File: config.mk
export PLATFORM = sky130hd
export DESIGN_NAME = traditional_multiplier8_xor_enc32
export DESIGN_NICKNAME = d
export VERILOG_FILES = /design/src/rtl/traditional_multiplier8_xor_enc32.sv
export SDC_FILE = /design/constraint.sdc
export NUM_CORES = 1
export LEC_CHECK = 0
export ABC_AREA = 0
export BUFFER_PORTS_ARGS = -buffer_cell sky130_fd_sc_hd__buf_4
export CAP_MARGIN = 15
export CORE_MARGIN = 8
export CORE_UTILIZATION = 40
export CTS_BUF_LIST = sky130_fd_sc_hd__clkbuf_16
export CTS_CLUSTER_DIAMETER = 120
export DETAILED_ROUTE_END_ITERATION = 16
export PLACE_DENSITY_LB_ADDON = 0.1
export SYNTH_ARGS = -nofsm -noshare
export SYNTH_HDL_FRONTEND = slang
export SYNTH_SLANG_ARGS = --single-unit
export TNS_END_PERCENT = 30
File: constraint.sdc
create_clock -name clk_i -period 13 [get_ports clk_i]
set_input_delay 0.65 -clock clk_i [delete_from_list [all_inputs] [get_ports clk_i]]
set_output_delay 0.65 -clock clk_i [all_outputs]
set_load 0.03 [all_outputs]
File: src/rtl/traditional_multiplier8_xor_enc32.sv
// traditional_multiplier8_xor_enc32
// 8x8 unsigned Wallace-tree multiplier with 32 XOR key gates on the even-column
// partial products pp[k/4][2*(k%4)]. With keyinput == KEY_CORRECT the gates
// cancel and result_o is the exact 16-bit product. Any other key flips the
// corresponding partial-product bits before reduction, so the product is
// corrupted deterministically.
// Optional build macro: TRADMUL8_PIPE_EN inserts a register stage between the
// Wallace reduction (two rows + valid) and the final ripple adder (latency 2).
// Without it there is a single output register (latency 1).
module traditional_multiplier8_xor_enc32 #(
  parameter logic [31:0] KEY_CORRECT = 32'h62FEDB15
) (
  input  logic        clk_i,
  input  logic        rst_i,
  input  logic [7:0]  operand1_i,
  input  logic [7:0]  operand2_i,
  input  logic [31:0] keyinput,
  input  logic        valid_i,
  output logic [15:0] result_o,
  output logic        valid_o
);

  // pp[i][j] = a[i] & b[j], weight 2^(i+j), after key gating
  logic [7:0]  pp [8];
  // the two rows left after Wallace reduction
  logic [15:0] row_a;
  logic [15:0] row_b;
  // operands of the final carry-propagate adder
  logic [15:0] add_a;
  logic [15:0] add_b;
  logic        add_v;
  logic [15:0] sum;

  // reduction working storage: per-column bit stacks and heights
  logic [15:0] col_cur [16];
  logic [15:0] col_nxt [16];
  logic [4:0]  h_cur   [16];
  logic [4:0]  h_nxt   [16];

  function automatic logic [1:0] full_add(input logic x, input logic y, input logic z);
    return {(x & y) | (x & z) | (y & z), x ^ y ^ z};
  endfunction

  function automatic logic [1:0] half_add(input logic x, input logic y);
    return {x & y, x ^ y};
  endfunction

  // partial-product generation with XOR key gates on even columns of b
  always_comb begin
    for (int i = 0; i < 8; i++) begin
      for (int j = 0; j < 8; j++) begin
        pp[i][j] = operand1_i[i] & operand2_i[j];
        if ((j % 2) == 0) begin
          pp[i][j] = pp[i][j] ^ keyinput[i*4 + j/2] ^ KEY_CORRECT[i*4 + j/2];
        end
      end
    end
  end

  // Wallace reduction: every stage compresses each column with full adders on
  // groups of three and a half adder on a leftover pair, until no column is
  // taller than two. Carries out of column 15 fall off (mod 2^16).
  always_comb begin
    logic [1:0] r;
    logic [4:0] idx;
    logic       busy;

    r    = 2'b00;
    idx  = 5'd0;
    busy = 1'b0;
    for (int c = 0; c < 16; c++) begin
      col_cur[c] = '0;
      col_nxt[c] = '0;
      h_cur[c]   = 5'd0;
      h_nxt[c]   = 5'd0;
    end

    for (int i = 0; i < 8; i++) begin
      for (int j = 0; j < 8; j++) begin
        col_cur[i+j][h_cur[i+j][3:0]] = pp[i][j];
        h_cur[i+j] = h_cur[i+j] + 5'd1;
      end
    end

    // 8 rows need four Wallace stages; extra iterations do nothing once done
    for (int st = 0; st < 6; st++) begin
      busy = 1'b0;
      for (int c = 0; c < 16; c++) begin
        if (h_cur[c] > 5'd2) busy = 1'b1;
      end
      if (busy) begin
        for (int c = 0; c < 16; c++) begin
          col_nxt[c] = '0;
          h_nxt[c]   = 5'd0;
        end
        for (int c = 0; c < 16; c++) begin
          idx = 5'd0;
          for (int g = 0; g < 5; g++) begin
            if (idx + 5'd3 <= h_cur[c]) begin
              r = full_add(col_cur[c][idx[3:0]], col_cur[c][idx[3:0] + 4'd1],
                           col_cur[c][idx[3:0] + 4'd2]);
              col_nxt[c][h_nxt[c][3:0]] = r[0];
              h_nxt[c] = h_nxt[c] + 5'd1;
              if (c < 15) begin
                col_nxt[c+1][h_nxt[c+1][3:0]] = r[1];
                h_nxt[c+1] = h_nxt[c+1] + 5'd1;
              end
              idx = idx + 5'd3;
            end
          end
          if (h_cur[c] - idx == 5'd2) begin
            r = half_add(col_cur[c][idx[3:0]], col_cur[c][idx[3:0] + 4'd1]);
            col_nxt[c][h_nxt[c][3:0]] = r[0];
            h_nxt[c] = h_nxt[c] + 5'd1;
            if (c < 15) begin
              col_nxt[c+1][h_nxt[c+1][3:0]] = r[1];
              h_nxt[c+1] = h_nxt[c+1] + 5'd1;
            end
          end else if (h_cur[c] - idx == 5'd1) begin
            col_nxt[c][h_nxt[c][3:0]] = col_cur[c][idx[3:0]];
            h_nxt[c] = h_nxt[c] + 5'd1;
          end
        end
        for (int c = 0; c < 16; c++) begin
          col_cur[c] = col_nxt[c];
          h_cur[c]   = h_nxt[c];
        end
      end
    end

    for (int c = 0; c < 16; c++) begin
      row_a[c] = (h_cur[c] >= 5'd1) ? col_cur[c][0] : 1'b0;
      row_b[c] = (h_cur[c] >= 5'd2) ? col_cur[c][1] : 1'b0;
    end
  end

`ifdef TRADMUL8_PIPE_EN
  logic [15:0] row_a_q;
  logic [15:0] row_b_q;
  logic        row_v_q;

  // reduction-to-adder pipeline register; rows hold while no operation is valid
  always_ff @(posedge clk_i) begin
    if (rst_i) begin
      row_a_q <= '0;
      row_b_q <= '0;
      row_v_q <= 1'b0;
    end else begin
      row_v_q <= valid_i;
      if (valid_i) begin
        row_a_q <= row_a;
        row_b_q <= row_b;
      end
    end
  end

  assign add_a = row_a_q;
  assign add_b = row_b_q;
  assign add_v = row_v_q;
`else
  assign add_a = row_a;
  assign add_b = row_b;
  assign add_v = valid_i;
`endif

  // 16-bit ripple-carry final adder
  always_comb begin
    logic carry;
    carry = 1'b0;
    for (int c = 0; c < 16; c++) begin
      sum[c] = add_a[c] ^ add_b[c] ^ carry;
      carry  = (add_a[c] & add_b[c]) | (add_a[c] & carry) | (add_b[c] & carry);
    end
  end

  // output register; result holds its last value while no operation arrives
  always_ff @(posedge clk_i) begin
    if (rst_i) begin
      result_o <= 16'h0000;
      valid_o  <= 1'b0;
    end else begin
      valid_o <= add_v;
      if (add_v) begin
        result_o <= sum;
      end
    end
  end

endmodule

==> qor.csv <==
metric,value,unit
Post-Synthesis Cell Area,2590,um^2
total CTS buffers,3,
VDD IR max,81.7,uV
I/O pin total,68,
die area,9310,um^2
Routed WL per cell,14.1,um
drc violations,0,
Gate power share,0.718,
number of global-route vias before repair,2100,
Cells after Synth,274,
Layout area overhead,23.3,%
total routed wirelength,5810,um
worst-skew pair later-pin latency,0.25,ns
Post-Route Utilization,0.506,
Initial DRT Pass Iterations,3,
Worst Skew,0,ns
layout cells sized above 1,0.213,
Setup Viol. Count Final,0,
routability cong.,0.791,
Hold Buf Count CTS,0,
gr usage total,0.131,
yosys warns,0,
R2R cell count,2,
Worst Max-Slew Pin Slew,0.295,ns
HP Class,reg2reg,
CTS Sinks,17,
Fin Hold WS,0.478,ns
Yosys cell types,20,
crit path time final,6.49,ns
P_leak,1.60,nW
initial DRC count,24,
CP max FO,8,
Fmax,154,MHz
FP Rows,29,
switch share,0.447,
CTS tree,built,
final hold vios,0,
Worst Setup Path Type,in2reg,
R2R Path Start,result_o[15],
run status,finished clean,
"Seq/Total Area, Yosys",0.131,
WP data required,13.17,ns
worst hold path depth,2,
# port buffers,67,
worst reg-to-reg setup slack,12.35,ns
ant diodes,0,
largest net degree at the start of global routing,27,
Seq pwr share,0.157,
Fin Setup TNS,0,ns
Hold Startpoint,result_o[8],
via count,1933,
H-tree depth,1,
crit path launch,operand2_i[4],
Final Max Slew Viols,0,
P_int,0.000265,W
max cap viols,0,
Final Cycle Share,0.499,
register bit total from synthesis,17,
Vias/cell,4.70,
end of the worst hold path,result_o[8],
Total Power,0.000480,W
die height,96.5,um
core area,6310,um^2
"antenna viol nets, final",0,
Synth Area per Inst,9.46,um^2
clock group share of total power,0.126,
post-CTS sizing,0,
first-pass GRT wire length,9580,um
"Clk pin slew, worst setup/hold paths",0.05,ns
# nets final,455,
RSZ-0062 raised after global routing,no,
post-synth net total,394,
sw power,0.000214,W
Clock Tree Buf Depth,2,
Die Wd,96.5,um
CP arrival,6.66,ns
hpwl dp,5040,um
setup bufs post-CTS,0,
Worst setup SP type,primary input,
crit end category,flip-flop,
power per cell area,150,nW/um^2
starting density of the core,0.411,
GR Overflow Total,0,
Reg-to-Reg End,result_o[15],
CTS root buf,clkbuf_16,
antenna violations before repair,0,
Slew Limit Headroom,0.804,
synthesized netlist by cell type:
master	instances	area [um^2]
buf_6	3	33.8
xor2_1	11	96.3
inv_1	45	169
and2_1	18	113
buf_2	7	35.0
nand3b_1	1	7.51
a211oi_1	6	45.0
a31oi_1	1	6.26
nor2_1	15	56.3
xnor2_1	22	193
fa_1	46	921
dfxtp_1	17	340
ha_1	23	288
nand2_1	46	173
nand4_1	1	6.26
nand2b_1	1	6.26
mux2i_1	8	80.1
clkbuf_2	1	5.00
a211oi_2	1	12.5
nor2b_1	1	6.26
kinds of logic after synthesis:
logic type      count (synthesis)  share of synthesized area
compound gates                  8                     0.0246
xor+xnor                       33                      0.111
fa+ha+maj                      69                      0.466
buf+inv                        56                     0.0936
flops                          17                      0.131
mux                             8                     0.0309
simple gates                   83                      0.142
flip-flops by register name, indices dropped and copies added, names as in the netlist:
| name | cells |
|---|---|
| result_o | 16 |
| valid_o | 1 |
worst max-delay path, stage by stage:
cell,delay [ns]
buf_4,0.14
nand2_1,0.07
xnor2_1,0.19
fa_1,0.47
fa_1,0.54
inv_1,0.05
fa_1,0.51
inv_1,0.05
ha_1,0.27
ha_1,0.17
fa_1,0.17
inv_1,0.05
fa_1,0.44
fa_1,0.43
inv_1,0.08
fa_1,0.18
fa_1,0.16
inv_1,0.05
fa_1,0.37
fa_1,0.38
fa_1,0.38
fa_1,0.38
xnor2_1,0.14
xnor2_1,0.13
a211oi_2,0.20
per-stage QoR:
| stage | worst slack (ns) | std cells | cell area (um^2) |
|---|---|---|---|
| 2_1_floorplan | 6.40 | 274 | 2590 |
| 3_3_place_gp | 6.28 | 407 | 3120 |
| 3_5_place_dp | 6.21 | 407 | 3120 |
| 4_1_cts | 6.46 | 411 | 3200 |
| 5_1_grt | 6.15 | 411 | 3200 |
| 6_report | 6.51 | 411 | 3200 |
power by group through the flow:
| stage | logic [W] | clock network, W | registers (W) |
|---|---|---|---|
| after floorplan | 0.000223 | 0 | 0.000104 |
| after global placement | 0.000354 | 0 | 0.0000763 |
| after detailed placement | 0.000362 | 0 | 0.0000765 |
| after CTS | 0.000363 | 0.0000611 | 0.0000757 |
| after global routing | 0.000404 | 0.0000641 | 0.0000770 |
| final | 0.000344 | 0.0000602 | 0.0000752 |
routing by layer:
layer  vias up  share of wire  track usage
li1        945              -            -
met4         0         0.0083       0.0227
met5         -              0            0
met3         6          0.055       0.0216
met1       942           0.40        0.159
met2        40           0.54        0.239
how the worst max path moves through the flow:
stage                   end  slack (ns)  depth (start not counted)
2_1_floorplan  result_o[15]        6.40                         25
3_3_place_gp   result_o[15]        6.28                         25
3_5_place_dp   result_o[15]        6.21                         25
4_1_cts        result_o[15]        6.46                         25
5_1_grt        result_o[15]        6.15                         25
6_report       result_o[15]        6.51                         25
layout by cell type, fill, tap and decap left out:
| cell | n |
|---|---|
| buf_4 | 67 |
| nand2_1 | 46 |
| inv_1 | 46 |
| fa_1 | 46 |
| ha_1 | 23 |
| xnor2_1 | 22 |
| and2_1 | 18 |
| dfxtp_1 | 17 |
| nor2_1 | 15 |
| xor2_1 | 11 |
| mux2i_1 | 8 |
| a211oi_1 | 6 |
| clkbuf_16 | 3 |
| nor2b_1 | 1 |
| a211oi_2 | 1 |
| nand2b_1 | 1 |
| nand3b_1 | 1 |
| nand4_1 | 1 |
| a31oi_1 | 1 |
cell type report:
cell class | count | area [um^2]
inverters | 45 | 169
flip-flops and latches | 17 | 340
multi-input cells | 201 | 2010
clock inverters | 1 | 3.75
repair buffers | 67 | 503
clock buffers | 3 | 75.1
fillers | 613 | 3120
well taps | 77 | 96.3
Power figures use the tool's default switching activity.
